[config.mk]
export PLATFORM = sky130hd
export DESIGN_NAME = crc_scr_framer
export DESIGN_NICKNAME = d
export VERILOG_FILES = /design/src/rtl/crc_scr_framer.sv
export SDC_FILE = /design/constraint.sdc
export NUM_CORES = 1
export LEC_CHECK = 0
export ABC_CLOCK_PERIOD_IN_PS = 1710
export BUFFER_PORTS_ARGS = -buffer_cell sky130_fd_sc_hd__buf_2
export CORE_ASPECT_RATIO = 1.25
export CORE_UTILIZATION = 54
export DETAILED_ROUTE_END_ITERATION = 10
export HOLD_SLACK_MARGIN = 0.15
export PLACE_DENSITY = 0.75
export SLEW_MARGIN = 20
export SYNTH_ARGS = -nofsm -noshare
export SYNTH_HDL_FRONTEND = slang
export SYNTH_SLANG_ARGS = --single-unit
[constraint.sdc]
create_clock -name clk -period 1.71 [get_ports clk]
set_clock_uncertainty 0.15 [all_clocks]
set_input_delay 0.171 -clock clk [delete_from_list [all_inputs] [get_ports clk]]
set_output_delay 0.171 -clock clk [all_outputs]
set_load 0.01 [all_outputs]
[src/rtl/crc_scr_framer.sv]
// crc_scr_framer: byte-in, bit-serial TX framer, MSB-first payload + CRC-16 trailer; FRAME_SCR_EN adds the 1+x^14+x^15 PRBS scrambler.
// Latency: a byte accepted at edge N is on odat at edge N+1 when the shifter is idle; 1 bit/clk sustained.
// Backpressure: !irdy freezes the output register; ordy = holding register free (or being emptied this cycle).
module crc_scr_framer #(
    parameter int unsigned pPAYLOAD_BYTES = 238,
    parameter logic [15:0] pCRC_INIT      = 16'hFFFF
`ifdef FRAME_SCR_EN
    ,
    parameter logic [14:0] pSCR_SEED      = 15'b100101010000000
`endif
) (
    input  logic       clk,
    input  logic       rst,
    input  logic [7:0] idat,
    input  logic       ival,
    output logic       ordy,
    input  logic       irdy,
    output logic       oval,
    output logic       odat,
    output logic       osop,
    output logic       oeop,
    output logic       obusy
);
    typedef enum logic [1:0] {ST_IDLE, ST_PAY, ST_CRC} state_t;

    localparam logic [9:0]  LP_LAST_BYTE = 10'(pPAYLOAD_BYTES - 1);
    localparam logic [15:0] LP_CRC_POLY  = 16'h1021;

    state_t      r_state;
    state_t      w_state_nxt;
    logic [7:0]  r_hold_dat;
    logic        r_hold_vld;
    logic [6:0]  r_shf_dat;
    logic [2:0]  r_shf_cnt;
    logic [2:0]  r_bit_cnt;
    logic [9:0]  r_byte_cnt;
    logic [3:0]  r_crc_cnt;
    logic [15:0] r_crc;
    logic        r_oval;
    logic        r_odat;
    logic        r_osop;
    logic        r_oeop;
    logic        r_busy;

    logic        w_crc_ph;
    logic        w_out_free;
    logic        w_have_bit;
    logic        w_ld;
    logic        w_ld_pay;
    logic        w_ld_crc;
    logic        w_take_hold;
    logic        w_raw_bit;
    logic        w_pay_bit;
    logic        w_obit;
    logic        w_last_pay;
    logic        w_last_crc;
    logic        w_acc;
    logic        w_eop_xfer;
    logic        w_crc_fb;
    logic [15:0] w_crc_upd;

    // Counters, scrambler and CRC step when a bit enters the output register;
    // that bit then stays put until irdy takes it, so each step maps to exactly one transfer.
    assign w_crc_ph    = (r_state == ST_CRC);
    assign w_out_free  = !r_oval || irdy;
    assign w_have_bit  = w_crc_ph || (r_shf_cnt != 3'd0) || r_hold_vld;
    assign w_ld        = w_out_free && w_have_bit;
    assign w_ld_pay    = w_ld && !w_crc_ph;
    assign w_ld_crc    = w_ld && w_crc_ph;
    assign w_take_hold = w_ld_pay && (r_shf_cnt == 3'd0);
    assign w_raw_bit   = (r_shf_cnt != 3'd0) ? r_shf_dat[6] : r_hold_dat[7];
    assign w_last_pay  = (r_bit_cnt == 3'd7) && (r_byte_cnt == LP_LAST_BYTE);
    assign w_last_crc  = (r_crc_cnt == 4'd15);
    assign w_acc       = ival && ordy;
    assign w_eop_xfer  = r_oval && r_oeop && irdy;

`ifdef FRAME_SCR_EN
    logic [14:0] r_scr;
    logic        w_prbs;

    assign w_prbs    = r_scr[14] ^ r_scr[13];
    assign w_pay_bit = w_raw_bit ^ w_prbs;

    // Reseeding at frame end means the next frame starts from the seed.
    always_ff @(posedge clk or negedge rst) begin
        if (!rst) begin
            r_scr <= pSCR_SEED;
        end else if (w_ld_crc && w_last_crc) begin
            r_scr <= pSCR_SEED;
        end else if (w_ld_pay) begin
            r_scr <= {r_scr[13:0], w_prbs};
        end
    end
`else
    assign w_pay_bit = w_raw_bit;
`endif

    assign w_crc_fb  = r_crc[15] ^ w_pay_bit;
    assign w_crc_upd = {r_crc[14:0], 1'b0} ^ (w_crc_fb ? LP_CRC_POLY : 16'h0000);
    assign w_obit    = w_crc_ph ? r_crc[15] : w_pay_bit;

    assign ordy  = !r_hold_vld || w_take_hold;
    assign oval  = r_oval;
    assign odat  = r_odat;
    assign osop  = r_osop;
    assign oeop  = r_oeop;
    assign obusy = r_busy;

    always_ff @(posedge clk or negedge rst) begin
        if (!rst) begin
            r_state <= ST_IDLE;
        end else begin
            r_state <= w_state_nxt;
        end
    end

    always_comb begin
        w_state_nxt = r_state;
        case (r_state)
            ST_IDLE: if (r_hold_vld) w_state_nxt = ST_PAY;
            ST_PAY:  if (w_ld_pay && w_last_pay) w_state_nxt = ST_CRC;
            ST_CRC:  if (w_ld_crc && w_last_crc) w_state_nxt = r_hold_vld ? ST_PAY : ST_IDLE;
            default: w_state_nxt = ST_IDLE;
        endcase
    end

    always_ff @(posedge clk or negedge rst) begin
        if (!rst) begin
            r_hold_dat <= 8'h00;
            r_hold_vld <= 1'b0;
            r_shf_dat  <= 7'h00;
            r_shf_cnt  <= 3'd0;
        end else begin
            if (w_acc) begin
                r_hold_dat <= idat;
                r_hold_vld <= 1'b1;
            end else if (w_take_hold) begin
                r_hold_vld <= 1'b0;
            end
            if (w_take_hold) begin
                r_shf_dat <= r_hold_dat[6:0];
                r_shf_cnt <= 3'd7;
            end else if (w_ld_pay) begin
                r_shf_dat <= {r_shf_dat[5:0], 1'b0};
                r_shf_cnt <= r_shf_cnt - 3'd1;
            end
        end
    end

    always_ff @(posedge clk or negedge rst) begin
        if (!rst) begin
            r_bit_cnt  <= 3'd0;
            r_byte_cnt <= 10'd0;
            r_crc_cnt  <= 4'd0;
            r_crc      <= pCRC_INIT;
        end else begin
            if (w_ld_pay) begin
                r_bit_cnt <= r_bit_cnt + 3'd1;
                if (r_bit_cnt == 3'd7) begin
                    r_byte_cnt <= w_last_pay ? 10'd0 : r_byte_cnt + 10'd1;
                end
                r_crc <= w_crc_upd;
            end else if (w_ld_crc) begin
                r_crc_cnt <= r_crc_cnt + 4'd1;
                r_crc     <= w_last_crc ? pCRC_INIT : {r_crc[14:0], 1'b0};
            end
        end
    end

    always_ff @(posedge clk or negedge rst) begin
        if (!rst) begin
            r_oval <= 1'b0;
            r_odat <= 1'b0;
            r_osop <= 1'b0;
            r_oeop <= 1'b0;
            r_busy <= 1'b0;
        end else begin
            if (w_ld) begin
                r_oval <= 1'b1;
                r_odat <= w_obit;
                r_osop <= w_ld_pay && (r_bit_cnt == 3'd0) && (r_byte_cnt == 10'd0);
                r_oeop <= w_ld_crc && w_last_crc;
            end else if (irdy) begin
                r_oval <= 1'b0;
                r_osop <= 1'b0;
                r_oeop <= 1'b0;
            end
            // Only a pre-loaded first byte of the next frame can be waiting when eop leaves.
            if (w_acc) begin
                r_busy <= 1'b1;
            end else if (w_eop_xfer) begin
                r_busy <= r_hold_vld;
            end
        end
    end

endmodule

==> qor.csv <==
metric,value,unit
sequential area share after synthesis,53.3,%
largest net degree at the start of global routing,31,
clock-pin slew on the worst setup and hold paths,0.08,ns
CTS Buf Count,9,
CTS max path bufs,2,
Slew headroom,72.7,%
Met2 Wirelength,5.42,mm
Vias,2864,
Logic pwr share,39.8,%
Post-Syn Instances,272,
top cell type's share of synthesized area,38.3,%
Post-DP HPWL,4.33,mm
Die H,82.6,microns
DP Area,0.00327,sq mm
Pwr Total,6090,uW
# clock sinks,59,
Area contributors post-synth,"dfrtp_1, dfstp_2, nand2_1, nand3_1, ha_1",
core area,0.00504,sq mm
synth-to-layout area growth,52.8,%
"Async S/R FF share, synth",100,%
Root Driver,clkbuf_8,
"Avg Cell Area, Syn",10.3,sq um
Sequential Power Share,40.2,%
status,"complete, but fails checks",
reg2reg start,r_shf_cnt[1],
final worst-path cycle share,120,%
Post-Route WL,10.9,mm
worst r2r path cells,9,
initial antenna violation count,0,
die width,66.5,microns
Worst Tran Pin Value,0.407,ns
n_diodes,0,
total grt overflow,0,
worst min-delay path class,primary input to async pin,
switching part of the total,37.9,%
Reg area,0.00150,sq mm
Residual DRC,0,
Post-DRT Antenna Nets,0,
Crit. End Element,register,
cell area after synthesis,0.00281,sq mm
H-tree depth,3,
vias in the first global route,2573,
Rows,29,
area occupied by multi-input gates,0.00171,sq mm
DRT iter0 DRCs,378,
Unique masters post-synth,50,
clk_lat worst skew,0.35,ns
RSZ-0062 raised after global routing,yes,
die area,0.00550,sq mm
Yosys top cell by area,dfrtp_1,
Yosys Warn Count,0,
Final Cell Area,0.00429,sq mm
Starting Density,55.7,%
share of layout cells above drive strength 1,53.1,%
Via density,6.58,
M1 WL,3.76,mm
Final setup viols,56,
"flops & latches, synth",59,
IO Pins,18,
MaxCap Viol Count,0,
FF-to-FF End,r_shf_cnt[2],
uppermost routed layer,met4,
max-slew violation count,0,
CP Launch Point,r_shf_cnt[1],
Clock power frac,20.1,%
Worst VDD drop,1.18,mV
P_sw,2310,uW
first-pass GRT wire length,12.7,mm
critical path class,register to register,
gp weighted congestion,0.848,
Hold Fails Final Rpt,0,
P_leak,0.00200,uW
port buffer count,17,
nets,389,
Worst EP required,1.80,ns
CP Launch Type,register,
FILL cells,202,
TritonCTS clock tree,built,
Cell Pwr Density,1420,mW/mm^2
iteration count of the initial detailed-routing pass,5,
Reg2Reg Setup Slack,-0.33,ns
final worst-path setup slack,-0.335,ns
Post-synth EDFFs,0,
Final min period,2.04,ns
Int Power,3780,uW
ys flop type,dfrtp_1,
maximum fanout along the worst path,7,
failing checks,negative setup slack,
syn nets,293,
DR WL met3,893,microns
Max Freq,489,MHz
Total GRT Usage,32.6,%
data arrival time of the worst path,2.13,ns
DR WL/cell,25.1,microns
through the flow:
step	setup WS, ns	utilization (%)	setup TNS, ns	std cells	hold slack (ns)
after floorplan	-0.142	-	-2.58	272	-0.275
after global placement	-0.111	64.8	-2.55	385	0.0628
after detailed placement	-0.173	64.8	-4.64	385	0.0639
after CTS	-0.223	77.1	-3.95	427	0.248
after global routing	-0.330	85.1	-12.28	435	0.280
final	-0.335	85.1	-10.33	435	0.223
logic make-up (layout without fill, tap and decap cells):
group,count (synthesis),count (layout),synth area share [%]
AND/OR/NAND/NOR,125,126,22.0
flip-flops,59,59,53.3
AO/OA/AOI/OAI,42,42,10.9
buffers and inverters,18,118,2.94
multiplexers,11,11,4.37
adder cells (fa/ha/maj),9,9,4.01
XOR/XNOR,8,8,2.49
registers in the layout, summed over array words and instances (netlist names):
signal / flops
obusy: 1
osop: 1
r_shf_dat: 7
r_hold_dat: 8
r_bit_cnt: 3
oval: 1
r_crc: 16
r_hold_vld: 1
odat: 1
r_crc_cnt: 4
r_shf_cnt: 3
r_state: 2
r_byte_cnt: 10
oeop: 1
cells in the final DEF (no fill, tap or decap), types with 7 or more instances in the layout:
cell type / n
a22o_1: 7
a31oi_1: 7
buf_2: 16
buf_4: 42
buf_6: 22
clkbuf_8: 12
dfrtp_1: 43
dfstp_2: 16
dlygate4sd3_1: 11
inv_1: 7
mux2_2: 9
nand2_1: 36
nand2_2: 8
nand2_4: 10
nand3_1: 8
nand3_2: 14
nor2_1: 7
area by class of cell:
cell class              instances  share of cell area (%)
multi-input cells             196                    39.9
clock inverters                 2                   0.233
inverters                       9                   0.787
clock buffers                  14                    4.02
repair buffers                 93                    18.4
flip-flops and latches         59                    34.9
well taps                      62                    1.81
synth_stat cells, drive strengths merged (2+ instances only):
cell type / instances
a21oi: 5
a22o: 7
a31oi: 11
and3: 5
buf: 7
clkbuf: 2
dfrtp: 43
dfstp: 16
ha: 9
inv: 9
mux2: 10
nand2: 55
nand2b: 5
nand3: 24
nand4: 4
nor2: 15
nor2b: 4
nor3: 2
nor4: 2
o21ai: 7
o31ai: 3
xnor2: 6
xor2: 2
power by group through the flow:
stage                     Clock (uW)  Combinational, uW  Sequential, uW
after floorplan                    0                854            2170
after global placement             0               1320            2190
after detailed placement           0               1380            2220
after CTS                       1170               1740            2220
after global routing            1290               2560            2450
final                           1220               2420            2450
how the worst max path moves through the flow:
stage | to | slack, ns | cells past startpoint
6_report | r_shf_cnt[2] | -0.33 | 9
5_1_grt | r_shf_cnt[2] | -0.33 | 9
4_1_cts | ordy | -0.22 | 7
3_5_place_dp | r_byte_cnt[7] | -0.17 | 6
3_3_place_gp | r_byte_cnt[0] | -0.11 | 6
2_1_floorplan | r_byte_cnt[0] | -0.14 | 6
critical path, cell delays in order (launching register included):
cell     delay, ns
dfrtp_1       0.38
inv_2         0.08
ha_4          0.16
buf_6         0.12
buf_6         0.12
nor3b_4       0.17
nor3_4        0.23
buf_6         0.19
a21oi_1       0.08
a31oi_1       0.26
layer usage:
metal	global-route usage (%)	vias to the layer above
li1	-	1149
met1	35.5	1392
met2	57.3	241
met3	7.42	82
met4	20.0	0
met5	0	-
repair_timing:
action | CTS | global route
pin swaps | 20 | 42
endpoints found under the hold margin | 71 | 0
endpoints found under the setup margin | 52 | 56
setup buffers | 13 | 10
gates cloned | 3 | 0
hold buffers | 11 | 0
resized for setup | 57 | 74
(Power assumes the default switching activity.)
